--- config.mk ---
export PLATFORM = sky130hd
export DESIGN_NAME = btn_cmd_scheduler
export DESIGN_NICKNAME = d
export VERILOG_FILES = /design/src/rtl/btn_cmd_scheduler.sv
export SDC_FILE = /design/constraint.sdc
export NUM_CORES = 1
export LEC_CHECK = 0
export BUFFER_PORTS_ARGS = -buffer_cell sky130_fd_sc_hd__buf_4
export CELL_PAD_IN_SITES_DETAIL_PLACEMENT = 0
export CELL_PAD_IN_SITES_GLOBAL_PLACEMENT = 1
export CORE_ASPECT_RATIO = 1.75
export CORE_MARGIN = 8
export CORE_UTILIZATION = 40
export DETAILED_ROUTE_END_ITERATION = 8
export PLACE_DENSITY = 0.64
export SYNTH_ARGS = -nofsm -noshare
export SYNTH_HDL_FRONTEND = slang
export SYNTH_SLANG_ARGS = --single-unit
--- constraint.sdc ---
create_clock -name clk -period 11.6 [get_ports clk]
set_clock_uncertainty 0.2 [all_clocks]
set_input_delay 2.9 -clock clk [delete_from_list [all_inputs] [get_ports clk]]
set_output_delay 2.9 -clock clk [all_outputs]
set_load 0.01 [all_outputs]
--- src/rtl/btn_cmd_scheduler.sv ---
// Turns debounced button levels into prioritised pet-core commands issued over
// a valid/ready handshake, with a mandatory idle gap after each accepted command.
module btn_cmd_scheduler #(
  parameter int unsigned LONG_PRESS_CYCLES = 250000000,
  parameter int unsigned MIN_GAP_CYCLES    = 50000,
  parameter int unsigned CNT_W             = 28
) (
  input  logic       clk,
  input  logic       rst,
  input  logic       btn_salud,
  input  logic       btn_hambre,
  input  logic       btn_reset,
  input  logic       btn_test,
  input  logic       cmd_ready,
  output logic       cmd_valid,
  output logic [2:0] cmd_code,
  output logic       test_mode,
  output logic       busy
);

  localparam int unsigned CODE_W = 3;
  localparam logic [CODE_W-1:0] CODE_NONE   = CODE_W'(0);
  localparam logic [CODE_W-1:0] CODE_RESET  = CODE_W'(1);
  localparam logic [CODE_W-1:0] CODE_TEST   = CODE_W'(2);
  localparam logic [CODE_W-1:0] CODE_SALUD  = CODE_W'(3);
  localparam logic [CODE_W-1:0] CODE_HAMBRE = CODE_W'(4);

  localparam logic [CNT_W-1:0] LP_LAST  = CNT_W'(LONG_PRESS_CYCLES - 1);
  localparam logic [CNT_W-1:0] LP_ARM   = CNT_W'(LONG_PRESS_CYCLES - 2);
  localparam logic [CNT_W-1:0] GAP_LAST = CNT_W'((MIN_GAP_CYCLES > 0) ? MIN_GAP_CYCLES - 1 : 0);

  typedef enum logic [1:0] {S_IDLE, S_ISSUE, S_GAP} state_t;

  state_t             state, state_next;
  logic [CNT_W-1:0]   gap_cnt, gap_cnt_next;
  logic [CNT_W-1:0]   cnt_reset, cnt_test;
  logic               salud_lvl, salud_prev, hambre_lvl, hambre_prev;
  logic               pend_reset, pend_test, pend_salud, pend_hambre;
  logic               rise_salud, rise_hambre, set_reset, set_test;
  logic               hs, hs_reset, hs_test, hs_salud, hs_hambre;
  logic               any_pend;
  logic [CODE_W-1:0]  prio_code;
  logic               cmd_valid_d, busy_d;
  logic [CODE_W-1:0]  cmd_code_d;

  // Short-press edge detect: sampled level plus its previous value
  always_ff @(posedge clk or posedge rst) begin
    if (rst) begin
      salud_lvl   <= 1'b0;
      salud_prev  <= 1'b0;
      hambre_lvl  <= 1'b0;
      hambre_prev <= 1'b0;
    end else begin
      salud_lvl   <= btn_salud;
      salud_prev  <= salud_lvl;
      hambre_lvl  <= btn_hambre;
      hambre_prev <= hambre_lvl;
    end
  end

  assign rise_salud  = salud_lvl & ~salud_prev;
  assign rise_hambre = hambre_lvl & ~hambre_prev;

  // Long-press qualifiers fire once, on the edge the counter saturates
  assign set_reset = btn_reset & (cnt_reset == LP_ARM);
  assign set_test  = btn_test  & (cnt_test  == LP_ARM);

  always_ff @(posedge clk or posedge rst) begin
    if (rst) begin
      cnt_reset <= '0;
      cnt_test  <= '0;
    end else begin
      if (!btn_reset)              cnt_reset <= '0;
      else if (cnt_reset != LP_LAST) cnt_reset <= cnt_reset + CNT_W'(1);
      if (!btn_test)               cnt_test <= '0;
      else if (cnt_test != LP_LAST)  cnt_test <= cnt_test + CNT_W'(1);
    end
  end

  assign hs        = cmd_valid & cmd_ready;
  assign hs_reset  = hs & (cmd_code == CODE_RESET);
  assign hs_test   = hs & (cmd_code == CODE_TEST);
  assign hs_salud  = hs & (cmd_code == CODE_SALUD);
  assign hs_hambre = hs & (cmd_code == CODE_HAMBRE);

  // Pending flags: a set on the same edge as a clear is kept
  always_ff @(posedge clk or posedge rst) begin
    if (rst) begin
      pend_reset  <= 1'b0;
      pend_test   <= 1'b0;
      pend_salud  <= 1'b0;
      pend_hambre <= 1'b0;
      test_mode   <= 1'b0;
    end else begin
      pend_reset  <= set_reset   | (pend_reset  & ~hs_reset);
      pend_test   <= set_test    | (pend_test   & ~(hs_reset | hs_test));
      pend_salud  <= rise_salud  | (pend_salud  & ~(hs_reset | hs_salud));
      pend_hambre <= rise_hambre | (pend_hambre & ~(hs_reset | hs_hambre));
      if (hs_reset)     test_mode <= 1'b0;
      else if (hs_test) test_mode <= ~test_mode;
    end
  end

  assign any_pend = pend_reset | pend_test | pend_salud | pend_hambre;

  always_comb begin
    prio_code = CODE_NONE;
    if (pend_reset)       prio_code = CODE_RESET;
    else if (pend_test)   prio_code = CODE_TEST;
    else if (pend_salud)  prio_code = CODE_SALUD;
    else if (pend_hambre) prio_code = CODE_HAMBRE;
  end

  // FSM state register
  always_ff @(posedge clk or posedge rst) begin
    if (rst) begin
      state   <= S_IDLE;
      gap_cnt <= '0;
    end else begin
      state   <= state_next;
      gap_cnt <= gap_cnt_next;
    end
  end

  // FSM next state
  always_comb begin
    state_next   = state;
    gap_cnt_next = gap_cnt;
    case (state)
      S_IDLE: if (any_pend) state_next = S_ISSUE;
      S_ISSUE: begin
        if (hs) begin
          state_next   = (MIN_GAP_CYCLES == 0) ? S_IDLE : S_GAP;
          gap_cnt_next = '0;
        end
      end
      S_GAP: begin
        if (gap_cnt == GAP_LAST) state_next = S_IDLE;
        else                     gap_cnt_next = gap_cnt + CNT_W'(1);
      end
      default: state_next = S_IDLE;
    endcase
  end

  // FSM outputs: code is latched on entry to ISSUE and frozen until accepted
  always_comb begin
    cmd_valid_d = 1'b0;
    cmd_code_d  = CODE_NONE;
    busy_d      = (state_next != S_IDLE);
    case (state)
      S_IDLE: begin
        if (any_pend) begin
          cmd_valid_d = 1'b1;
          cmd_code_d  = prio_code;
        end
      end
      S_ISSUE: begin
        if (!hs) begin
          cmd_valid_d = 1'b1;
          cmd_code_d  = cmd_code;
        end
      end
      default: ;
    endcase
  end

  always_ff @(posedge clk or posedge rst) begin
    if (rst) begin
      cmd_valid <= 1'b0;
      cmd_code  <= CODE_NONE;
      busy      <= 1'b0;
    end else begin
      cmd_valid <= cmd_valid_d;
      cmd_code  <= cmd_code_d;
      busy      <= busy_d;
    end
  end

endmodule

==> impl_table.tex <==
\begin{tabular}{lr}
\hline
Metric & Value \\
\hline
\multicolumn{2}{l}{\textbf{GRT}} \\
\quad Global-route congestion overflow total & 0 \\
\quad Overall track demand over capacity in global routing & about 14\% \\
\quad Wire length of the first global-routing pass & roughly 19000 µm \\
\quad Via count of the first global-routing pass & around 4000 \\
\quad Pin count of the biggest net entering global routing & 57 \\
\quad Antenna violations before repair & 0 \\
\multicolumn{2}{l}{\textbf{Worst setup path}} \\
\quad Data required time of the critical path & about 8.5 ns \\
\quad Classification of the worst setup path & reg2out \\
\quad Signal arrival time at the worst endpoint & about 1.0 ns \\
\quad Number of buffers and inverters on the critical path & 1 \\
\quad Element type at the critical path end & primary output \\
\quad Critical Path, Cell by Cell & buf\_4 \\
\quad Largest delay contributor family on the critical path & flip-flops \\
\quad Critical Path Slowest Stage Cell & dfrtp\_1 \\
\quad Critical Path Source Type & flop \\
\quad Delay contributed by the slowest stage of the critical path & approximately 0.5 ns \\
\quad Crit-path max FO & 8 \\
\multicolumn{2}{l}{\textbf{Clock network}} \\
\quad Htree depth & 3 \\
\quad Clock-pin slew reported for the worst setup and hold paths after clock tree synthesis & around 0.070 ns \\
\quad Number of buffers between clock root and the deepest sink & 2 \\
\quad TritonCTS Buffers & 9 \\
\quad Number of gates given a new drive strength after cts & 0 \\
\quad TritonCTS clock tree & built \\
\quad Clock tree root buffer cell & clkbuf\_16 \\
\quad Post CTS Setup Buffer Count & 0 \\
\quad Hold-fix buffer count after cts & 0 \\
\quad Clock latency of the later-clocked register in the worst-skew pair & roughly 0.35 ns \\
\quad Clock tree sinks & 100 \\
\multicolumn{2}{l}{\textbf{Yosys}} \\
\quad Yosys Warn Count & 0 \\
\quad Synth Register Bits & 100 \\
\quad Top-area cell type share of the netlist area & a little under half \\
\quad Post-synthesis cell area & between 0.005 and 0.006 mm² \\
\quad FFs w/ async S/R, synth & between 90\% and 100\% \\
\quad Synth area leaders & dfrtp\_1 (48\%), xor2\_1 (6.4\%), and2\_1 (4.7\%), nand2\_1 (3.3\%), nand3\_1 (3.1\%) \\
\quad Post-Synthesis Net Count & roughly 550 \\
\quad Synthesized area divided by synthesized cell count & $\sim$9.8 µm² \\
\quad Post-synth EDFFs & 0 \\
\quad Post-Synthesis Cells & approximately 540 \\
\quad Synth area leader & dfrtp\_1 \\
\quad Most used flip-flop cell after synthesis & dfrtp\_1 \\
\quad Number of distinct library cells after synthesis & 54 \\
\quad Sequential share of the synthesized area & between 40\% and 50\% \\
\multicolumn{2}{l}{\textbf{Timing}} \\
\quad FMAX & 244 MHz \\
\quad Hold Vio Cnt, Final & 0 \\
\quad Fin crit period & 4.11 ns \\
\quad Total negative slack & 0 ns \\
\quad Final Max Tran Viols & 0 \\
\quad Setup repair after global routing missed its margin & false \\
\quad Headroom to the max-slew limit & 51.8\% \\
\quad Final setup violation count & 0 \\
\quad Final Cycle Share & a little over a third \\
\quad Actual transition at the worst max-transition pin & around 0.72 ns \\
\multicolumn{2}{l}{\textbf{Routing}} \\
\quad Wire length reported by the detailed router & between 10000 and 15000 µm \\
\quad Average wire per cell in the routed design & approximately 15 µm \\
\quad Post-route ant nets & 0 \\
\quad Detailed Route Iter0 Violations & between 100 and 150 \\
\quad Pre-Repair DR Iteration Count & 4 \\
\quad DRC violation count after routing & 0 \\
\quad Mean number of vias per cell & between 5 and 6 \\
\quad Overall via count from detail\_route & approximately 3900 \\
\multicolumn{2}{l}{\textbf{Final layout}} \\
\quad N\_diodes & 0 \\
\quad Most frequent standard cell in the layout excluding fill and tap cells & dfrtp\_1 \\
\quad Fraction of final layout cells with drive strength greater than 1 & 9.17\% \\
\quad Filler Cell Count & $\sim$1200 \\
\quad Top library cells by usage in the layout, fill and taps aside & dfrtp\_1 (100), nand2\_1 (46), and2\_1 (39) \\
\quad Total area of sequential cells & about 0.0025 mm² \\
\quad Cell area after layout & 0.00575 mm² \\
\quad Area growth from synthesis to final layout & 9.84\% \\
\quad Number of nets in the finished design & about 550 \\
\quad Combined area of the multi-input logic cells & around 0.0026 mm² \\
\multicolumn{2}{l}{\textbf{Placement}} \\
\quad Final HPWL from detailed placement & around 7700 µm \\
\quad RePlAce Congestion & 0.746 \\
\quad Post-detailed-placement cell area & 0.00548 mm² \\
\quad Number of port buffers & 12 \\
\multicolumn{2}{l}{\textbf{Floorplanning}} \\
\quad Core footprint & 0.0129 mm² \\
\quad Row cnt & 55 \\
\quad Width of the chip & between 100 and 150 µm \\
\quad Die area & between 0.015 and 0.02 mm² \\
\quad Die boundary height & about 170 µm \\
\quad Starting density of the core & between 40 and 50\% \\
\quad Number of I/O pins & 13 \\
\multicolumn{2}{l}{\textbf{Power and ir drop}} \\
\quad Worst IR drop on VDD & $\sim$0.000066 V \\
\quad Power Dens Cells & between 100 and 150 mW/mm² \\
\quad Leak Pwr & 2.58 nW \\
\multicolumn{2}{l}{\textbf{Flow run}} \\
\quad Max-cap violations & 0 \\
\multicolumn{2}{l}{\textbf{Outcome}} \\
\quad Result of the run & complete, no violations \\
\multicolumn{2}{l}{\textbf{Worst hold path}} \\
\quad Path class of the lowest-slack min-delay path & reg2reg \\
\hline
\end{tabular}
[stage by stage]
step	utilization (%)	hold slack (ns)	cells	power (mW)	setup WS [ns]
floorplan	-	0.154	537	0.475	5.88
global placement	42.6	0.159	701	0.514	7.23
detailed placement	42.6	0.167	701	0.516	7.16
CTS	44.7	0.185	716	0.805	7.47
global route	44.7	0.201	716	0.834	7.38
finish	44.7	0.181	716	0.790	7.49
[cell usage after synthesis (12+ instances only)]
cell type and instances:
dfrtp_1 100, nand2_1 46, and2_1 39, xor2_1 38, nand3_1 32, nor3_1 26
nand4_1 24, nor2_1 24, o21ai_0 23, clkbuf_1 20, inv_1 16, or3_1 12
xnor2_1 12
[cells by family (layout without fill, tap and decap cells)]
| group | after synthesis | after routing | share of synthesized area [%] |
|---|---|---|---|
| muxes | 9 | 9 | 1.72 |
| AOI/OAI and AO/OA | 69 | 69 | 8.41 |
| adders and majority gates | 5 | 5 | 1.19 |
| DFF | 100 | 100 | 47.8 |
| and+or+nand+nor | 266 | 266 | 29.7 |
| buffers and inverters | 38 | 46 | 2.82 |
| xor gates and xnor gates | 50 | 50 | 8.36 |
[report_power, final]
part	total [mW]	internal [mW]	leakage [nW]	switching [mW]
sequential	0.399	0.369	1.36	0.0299
clock	0.283	0.147	0.130	0.136
combinational	0.108	0.0443	1.09	0.0635
[path summary, 6_finish.rpt]
path	startpoint	slack, ns	cells after the start	to
worst max-delay path	cmd_code[0]	7.49	1	cmd_code[0]
worst min-delay path	salud_lvl	0.18	0	salud_prev
worst max register to register	gap_cnt[12]	9.17	6	gap_cnt[19]
worst min register to register	salud_lvl	0.18	0	salud_prev
max in group asynchronous	rst	7.66	3	cnt_test[14]
min in group asynchronous	rst	2.42	2	state[1]
[sequential cells by signal, summed over array words and instances (netlist names)]
signal       count
cmd_code         3
pend_test        1
pend_hambre      1
cmd_valid        1
cnt_reset       28
hambre_prev      1
state            2
pend_reset       1
test_mode        1
cnt_test        28
busy             1
hambre_lvl       1
salud_prev       1
salud_lvl        1
gap_cnt         28
pend_salud       1
[layer usage]
metal	wire (µm)	track usage [%]
met1	4680	16.1
met2	5910	24.7
met3	213	2.41
met4	171	5.14
met5	0	0
[layout make-up]
type | instances | share of cell area [%]
multi-input combinational | 399 | 45.0
timing repair buffer | 15 | 1.96
clock inverter | 6 | 0.848
sequential | 100 | 43.5
tap | 171 | 3.72
clock buffer | 9 | 3.91
inverter | 16 | 1.09
No activity file was read; power rests on OpenSTA's default activity.
